[config.mk]
export PLATFORM = sky130hd
export DESIGN_NAME = agc_atten_writer
export DESIGN_NICKNAME = d
export VERILOG_FILES = /design/src/rtl/agc_atten_writer.sv
export SDC_FILE = /design/constraint.sdc
export NUM_CORES = 1
export LEC_CHECK = 0
export BUFFER_PORTS_ARGS = -buffer_cell sky130_fd_sc_hd__clkbuf_2
export CAP_MARGIN = 0
export CORE_ASPECT_RATIO = 0.6
export CORE_MARGIN = 5
export CORE_UTILIZATION = 30
export DETAILED_ROUTE_END_ITERATION = 10
export GPL_ROUTABILITY_DRIVEN = 0
export GPL_TIMING_DRIVEN = 0
export PLACE_DENSITY = 0.51
export SETUP_SLACK_MARGIN = 0.3
export SYNTH_ARGS = -nofsm -noshare
export SYNTH_HDL_FRONTEND = slang
export SYNTH_SLANG_ARGS = --single-unit
[constraint.sdc]
create_clock -name clk -period 2.9 [get_ports clk]
set_input_delay 0.145 -clock clk [delete_from_list [all_inputs] [get_ports clk]]
set_output_delay 0.145 -clock clk [all_outputs]
set_load 0.01 [all_outputs]
[src/rtl/agc_atten_writer.sv]
// agc_atten_writer: programs a serial digital step attenuator from the AGC loop output.
//
// Each write shifts an ATT_BITS word out MSB first on sclk/sdata. It then pulses le to
// latch the word, and then waits out a settle holdoff before the next write can start.
// Updates that arrive while a write is in flight are coalesced into a single pending
// word, and the newest one wins. Updates that match the word already launched are
// suppressed.
//
// Ports:
//   clk      system clock
//   rst      asynchronous active-low reset
//   agc      AGC code; the attenuator word is its top ATT_BITS bits
//   upd      one-cycle strobe qualifying agc
//   sclk     attenuator serial clock
//   sdata    attenuator serial data, MSB first
//   le       attenuator latch enable, active high
//   busy     high while a write or its holdoff is in progress
//   att_cur  last word fully latched into the attenuator
//   drop     one-cycle pulse when a valid pending word is overwritten or cancelled
module agc_atten_writer #(
    parameter int unsigned AGC_BITS      = 8,
    parameter int unsigned ATT_BITS      = 6,
    parameter int unsigned CLK_DIV       = 4,
    parameter int unsigned LE_TICKS      = 2,
    parameter int unsigned HOLDOFF_TICKS = 1000
) (
    input  logic                clk,
    input  logic                rst,
    input  logic [AGC_BITS-1:0] agc,
    input  logic                upd,
    output logic                sclk,
    output logic                sdata,
    output logic                le,
    output logic                busy,
    output logic [ATT_BITS-1:0] att_cur,
    output logic                drop
);

    localparam int unsigned TICK_A   = (CLK_DIV > LE_TICKS) ? CLK_DIV : LE_TICKS;
    localparam int unsigned TICK_MAX = (TICK_A > HOLDOFF_TICKS) ? TICK_A : HOLDOFF_TICKS;
    localparam int unsigned TW       = $clog2(TICK_MAX + 1);
    localparam int unsigned BW       = $clog2(ATT_BITS + 1);

    localparam logic [TW-1:0] DIV_LAST  = TW'(CLK_DIV - 1);
    localparam logic [TW-1:0] LE_LAST   = TW'(LE_TICKS - 1);
    localparam logic [TW-1:0] HOLD_LAST = TW'((HOLDOFF_TICKS == 0) ? 0 : HOLDOFF_TICKS - 1);
    localparam logic [BW-1:0] BIT_LAST  = BW'(ATT_BITS - 1);

    typedef enum logic [1:0] {
        StIdle,
        StShift,
        StLatch,
        StHoldoff
    } state_e;

    state_e              state_q, state_d;
    logic [TW-1:0]       tick_q, tick_d;
    logic [BW-1:0]       bit_q, bit_d;
    logic [ATT_BITS-1:0] shreg_q, shreg_d;
    logic [ATT_BITS-1:0] tgt_q, tgt_d;
    logic [ATT_BITS-1:0] pend_q, pend_d;
    logic                pend_vld_q, pend_vld_d;
    logic                sclk_q, sclk_d;
    logic                sdata_q, sdata_d;
    logic                le_q, le_d;
    logic                busy_q, busy_d;
    logic [ATT_BITS-1:0] att_cur_q, att_cur_d;
    logic                drop_q, drop_d;

    logic [ATT_BITS-1:0] w;
    assign w = agc[AGC_BITS-1 -: ATT_BITS];

    always_comb begin
        state_d    = state_q;
        tick_d     = tick_q;
        bit_d      = bit_q;
        shreg_d    = shreg_q;
        tgt_d      = tgt_q;
        pend_d     = pend_q;
        pend_vld_d = pend_vld_q;
        sclk_d     = sclk_q;
        sdata_d    = sdata_q;
        le_d       = le_q;
        busy_d     = busy_q;
        att_cur_d  = att_cur_q;
        drop_d     = 1'b0;

        case (state_q)
            StIdle: begin
                sdata_d = 1'b0;
                if (pend_vld_q) begin
                    shreg_d    = pend_q;
                    tgt_d      = pend_q;
                    pend_vld_d = 1'b0;
                    busy_d     = 1'b1;
                    // The first bit goes out with the launch so it is set up for a full
                    // sclk-low half period.
                    sdata_d    = pend_q[ATT_BITS-1];
                    sclk_d     = 1'b0;
                    tick_d     = '0;
                    bit_d      = '0;
                    state_d    = StShift;
                end
            end

            StShift: begin
                if (tick_q != DIV_LAST) begin
                    tick_d = tick_q + TW'(1);
                end else begin
                    tick_d = '0;
                    if (!sclk_q) begin
                        sclk_d = 1'b1;
                    end else begin
                        sclk_d = 1'b0;
                        if (bit_q == BIT_LAST) begin
                            sdata_d = 1'b0;
                            le_d    = 1'b1;
                            state_d = StLatch;
                        end else begin
                            bit_d   = bit_q + BW'(1);
                            shreg_d = shreg_q << 1;
                            sdata_d = shreg_d[ATT_BITS-1];
                        end
                    end
                end
            end

            StLatch: begin
                if (tick_q != LE_LAST) begin
                    tick_d = tick_q + TW'(1);
                end else begin
                    tick_d    = '0;
                    le_d      = 1'b0;
                    att_cur_d = tgt_q;
                    if (HOLDOFF_TICKS == 0) begin
                        busy_d  = 1'b0;
                        state_d = StIdle;
                    end else begin
                        state_d = StHoldoff;
                    end
                end
            end

            StHoldoff: begin
                if (tick_q != HOLD_LAST) begin
                    tick_d = tick_q + TW'(1);
                end else begin
                    tick_d  = '0;
                    busy_d  = 1'b0;
                    state_d = StIdle;
                end
            end

            default: state_d = StIdle;
        endcase

        // Capture runs after any launch above, so it compares against the freshly launched
        // target and sees the pending slot already emptied.
        if (upd) begin
            if (!pend_vld_d) begin
                if (w != tgt_d) begin
                    pend_d     = w;
                    pend_vld_d = 1'b1;
                end
            end else begin
                drop_d = 1'b1;
                if (w != tgt_d) begin
                    pend_d = w;
                end else begin
                    pend_vld_d = 1'b0;
                end
            end
        end
    end

    always_ff @(posedge clk or negedge rst) begin
        if (!rst) begin
            state_q    <= StIdle;
            tick_q     <= '0;
            bit_q      <= '0;
            shreg_q    <= '0;
            tgt_q      <= '0;
            // Pending zero word forces the attenuator to a known state after reset.
            pend_q     <= '0;
            pend_vld_q <= 1'b1;
            sclk_q     <= 1'b0;
            sdata_q    <= 1'b0;
            le_q       <= 1'b0;
            busy_q     <= 1'b0;
            att_cur_q  <= '0;
            drop_q     <= 1'b0;
        end else begin
            state_q    <= state_d;
            tick_q     <= tick_d;
            bit_q      <= bit_d;
            shreg_q    <= shreg_d;
            tgt_q      <= tgt_d;
            pend_q     <= pend_d;
            pend_vld_q <= pend_vld_d;
            sclk_q     <= sclk_d;
            sdata_q    <= sdata_d;
            le_q       <= le_d;
            busy_q     <= busy_d;
            att_cur_q  <= att_cur_d;
            drop_q     <= drop_d;
        end
    end

    assign sclk    = sclk_q;
    assign sdata   = sdata_q;
    assign le      = le_q;
    assign busy    = busy_q;
    assign att_cur = att_cur_q;
    assign drop    = drop_q;

endmodule

==> run summary <==
The run finished with clean final reports. Sorting the synthesized cells by area gives the leading types as sky130_fd_sc_hd__dfrtp_1, sky130_fd_sc_hd__mux2_2, sky130_fd_sc_hd__ha_1. The maximum clock insertion buffer count was 2. The worst setup path is launched from a register. The die covers 0.00970 mm^2. The combinational family with the most area after synthesis is simple AND/OR/NAND/NOR gates. For this run, the leading register cell type out of synthesis is sky130_fd_sc_hd__dfrtp_1. The cell count after synthesis came out at 225.

Entering global routing, the biggest net connects 45 pins. The total I/O pin count came out at 22. Measured against its own limit, the worst slew margin works out to 24.8%. The run gives 0 as the number of antenna violations at the first check in global routing.

Among the stages of the critical path, the cell type that occurs most often is sky130_fd_sc_hd__buf_6. Clock-pin slew was measured on the worst setup and hold paths at 0.07 ns. The cell depth of the worst flop-to-flop path is 10, and the final number of hold-violating endpoints is 0. Of the total power, the clock network draws 24.0%.

The highest attainable clock frequency came out at 400 MHz. After detailed placement, the total cell area comes to 0.00256 mm^2. The sequential cells in the finished layout cover a total of 0.00110 mm^2. For met2 alone, demand over resource in global routing was 15.7%. Data on the critical path is required at its endpoint by 3.08 ns. The tools report the combinational share of power as 42.0%.

The shortest period the worst path allows is 2.50 ns. The largest total area in the synthesized netlist belongs to sky130_fd_sc_hd__dfrtp_1. The count of nets left with antenna violations once routing finished came out at 0.

In this run the worst hold path is classified as input pin to async pin. The tools report the HPWL after detailed placement as 3790 um. Summing the areas of all compound-gate instances in the mapped netlist gives 12.1% of the synthesized area.

STA classifies the critical path endpoint as a register. The completed layout was analyzed and its total power is 2.77 mW. Dividing the synthesized area by the synthesized cell count gives 10.4 um^2. Summing the areas of all xor and xnor instances in the mapped netlist gives 3.00% of the synthesized area.

For the total length of routed wires, the log shows 5270 um. Setup repair after global routing could not meet its margin everywhere. The portion of synthesized area spent on multiplexers is 10.6%.

The setup path with the least slack is of type register to register. The number of flops mapped to enable cells by yosys was 0. In the final layout, the share of cells above drive strength 1 is 25.2%.

For the number of standard cells in the layout, taps in and fillers out, the log shows 362. The signal on the critical path passes through inv_2 -> ha_1 -> buf_6 -> and2_4 -> buf_8 -> mux2_4 -> xor2_1 -> o41ai_4 -> buf_6 -> mux2_2. The global route total overflow came out at 0. Along the worst path, the maximum fanout reaches 9. In this run, placement finished with an instance count of 348. The simple-gate share of the synthesized area came out at 18.4%. The slowest stage of the critical path is the sky130_fd_sc_hd__o41ai_4 cell.

After detailed routing, the average wire length per cell comes to 14.6 um. Buffers inserted during clock tree synthesis total 5. After routing, the total negative slack on setup checks comes to 0 ns. Counting the fill cells in the layout gives 733. In this run the power density over the cells is 988 mW/mm^2. In the routed design, unresolved DRC markers number 0. The logs give 1.77 mW for the internal cell power and 0 for the number of buffers inserted for hold repair after clock tree synthesis.

The share of the yosys chip area belonging to registers came out at 47.2%. The flop and latch count out of synthesis was 44. Buffers placed on the I/O ports in this run total 19. For this design the static power due to leakage is 1.25 nW. The area share of the largest cell type after synthesis is 46.1%. The post-synthesis cell area is 0.00233 mm^2, and the clock sink total is 44.

IR analysis of the VDD net gives a maximum drop of 0.000320 V. The count of yosys warnings during synthesis is 0, and the width of the die is 124 um. The met3 layer usage reported by global route came out at 3.38%.

The initial core utilization is 31.5%, and the total count of max-transition violations in the final report is 0. The row count came out at 24. The via count of the first global-routing pass came out at 1,745. The first-pass iteration count of the detailed router was 4; the final setup violation count was 0.

The tools report the number of diodes added for antenna fixing as 0. The worst path arrival time came out at 2.68 ns. The part of the cycle the worst path needs was 86.2%. The count of routing violations after the opening detailed-route iteration was 121.

The layer flagged by global routing as most heavily used is met1. The tools report the final worst hold slack as 0.0659 ns. Across the run, the number of max-cap violations was 0. At the later pin of the worst-skew pair, clock insertion delay measures 0.29 ns. The proportion of synthesized flip-flops having asynchronous set or reset was 100%; the total area of multi-input combinational cells was 0.00116 mm^2.

For this run, global-route usage on met1 was measured as 18.8%. Synthesis produced a netlist with a net count of 245. Number of distinct library cells after synthesis: 47. Across every metal layer, demand over resource in global routing totals 12.1%. Using the TritonRoute via totals, the vias-per-cell ratio works out to 4.80. The clock root buffer is sky130_fd_sc_hd__clkbuf_16.

Across the routed clock network, the largest skew measured is 0.00806 ns. The total area inside the core boundary comes to 0.00742 mm^2. For the pin with the worst max-slew slack, the measured transition is 1.13 ns. The run gives 1.00 mW as the switching power. The die is 78.3 um tall.

With fillers left out, the area of the finished cells amounts to 0.00281 mm^2. The adder-cell share of the synthesized area was 4.82%; the sequential share of power was 34.0%. From synthesis to final layout, the design area changed by 20.2%. In this design, the stage delay of the slowest critical-path cell is 0.37 ns.

The H-tree was split into 2 levels. The net count reported at finish came out at 277. The switching share of power was 36.2%. TritonCTS built the clock tree. The run gives 1,736 as the total vias in the final route. The first global-routing pass estimated 9110 um of wire.
==> cell usage in the layout (no fill, tap or decap), drive strengths merged, types with 6 or more instances in the layout <==
master  Yosys  routed
nor3        7       7
clkbuf      2      26
ha          9       9
nor2b       8       8
dfrtp      43      43
mux2       18      18
buf         4      10
nand2b      6       6
inv        14      15
o21ai      13      13
nor2       15      15
nand2      21      21
xor2        6       6
==> critical path, delay by kind of cell, from the launching register on <==
family                     cells  cell delay, ns
DFF                            1            0.36
and+or+nand+nor                1            0.15
xor gates and xnor gates       1            0.17
muxes                          2            0.64
adders and majority gates      1            0.21
buffers and inverters          4            0.50
AOI/OAI and AO/OA              1            0.37
==> path summary, 6_finish.rpt <==
check	slack, ns	startpoint	end
setup / recovery	0.40	state_q[0]$_DFFE_PN0P_	pend_q[0]$_DFFE_PN0P_
hold / removal	0.07	rst	tick_q[6]$_DFFE_PN0N_
setup reg to reg	0.40	state_q[0]$_DFFE_PN0P_	pend_q[0]$_DFFE_PN0P_
hold reg to reg	0.48	shreg_q[3]$_DFFE_PN0P_	shreg_q[3]$_DFFE_PN0P_
max in group asynchronous	2.15	rst	bit_q[2]$_DFFE_PN0P_
min in group clk	0.13	agc[6]	pend_q[4]$_DFFE_PN0P_
==> area by class of cell <==
type,instances,share of cell area [%]
tap,104,4.64
buffer,6,1.52
sequential,44,39.3
timing repair buffer,25,5.13
clock inverter,3,1.65
multi-input combinational,161,41.4
inverter,14,1.87
clock buffer,5,4.46
==> through the flow <==
stage                     utilization (%)  worst slack (ns)
after floorplan                         -             0.441
after global placement               34.5             0.142
after detailed placement             34.5             0.175
after CTS                            37.3             0.304
after global routing                 37.8             0.281
final                                37.8             0.401
==> cells by family (layout without fill, tap and decap cells) <==
family	Yosys count	after routing
muxes	22	22
buffers and inverters	20	53
adders and majority gates	9	9
DFF	44	44
AOI/OAI and AO/OA	39	39
and+or+nand+nor	83	83
xor gates and xnor gates	8	8
==> state kept, by name, indices dropped and copies added, names as in the netlist, 2 cells and up <==
signal,flops
att_cur,6
bit_q,3
pend_q,6
shreg_q,5
state_q,2
tgt_q,6
tick_q,10
==> cell usage after synthesis, types with 3 or more instances <==
master / count
sky130_fd_sc_hd__a21oi_1: 3
sky130_fd_sc_hd__a31oi_1: 3
sky130_fd_sc_hd__and2_1: 4
sky130_fd_sc_hd__and3_1: 3
sky130_fd_sc_hd__dfrtp_1: 43
sky130_fd_sc_hd__ha_1: 9
sky130_fd_sc_hd__inv_1: 14
sky130_fd_sc_hd__mux2_2: 17
sky130_fd_sc_hd__mux2i_1: 4
sky130_fd_sc_hd__nand2_1: 21
sky130_fd_sc_hd__nand2b_1: 6
sky130_fd_sc_hd__nand3_1: 5
sky130_fd_sc_hd__nand4_1: 4
sky130_fd_sc_hd__nor2_1: 15
sky130_fd_sc_hd__nor2b_1: 8
sky130_fd_sc_hd__nor3_1: 7
sky130_fd_sc_hd__o21ai_0: 13
sky130_fd_sc_hd__o22ai_1: 3
sky130_fd_sc_hd__xor2_1: 6
==> per-layer routing <==
metal | up-vias | wire length [um]
met4 | 0 | 63
met3 | 7 | 196
met2 | 27 | 2000
li1 | 855 | -
met1 | 847 | 3020
met5 | - | 0
==> timing repair <==
action,in CTS,in global routing
endpoints found under the setup margin,5,6
cloned,0,0
gates resized for setup,4,5
pin swaps,1,1
buffers inserted,3,3
==> power groups by stage <==
stage	registers [mW]	logic [mW]	clock network (mW)
3_5_place_dp	0.958	1.07	0
3_3_place_gp	0.956	1.07	0
4_1_cts	0.944	1.13	0.688
2_1_floorplan	0.947	0.772	0
6_report	0.943	1.16	0.666
5_1_grt	0.969	1.30	0.718
(Power assumes the default switching activity.)
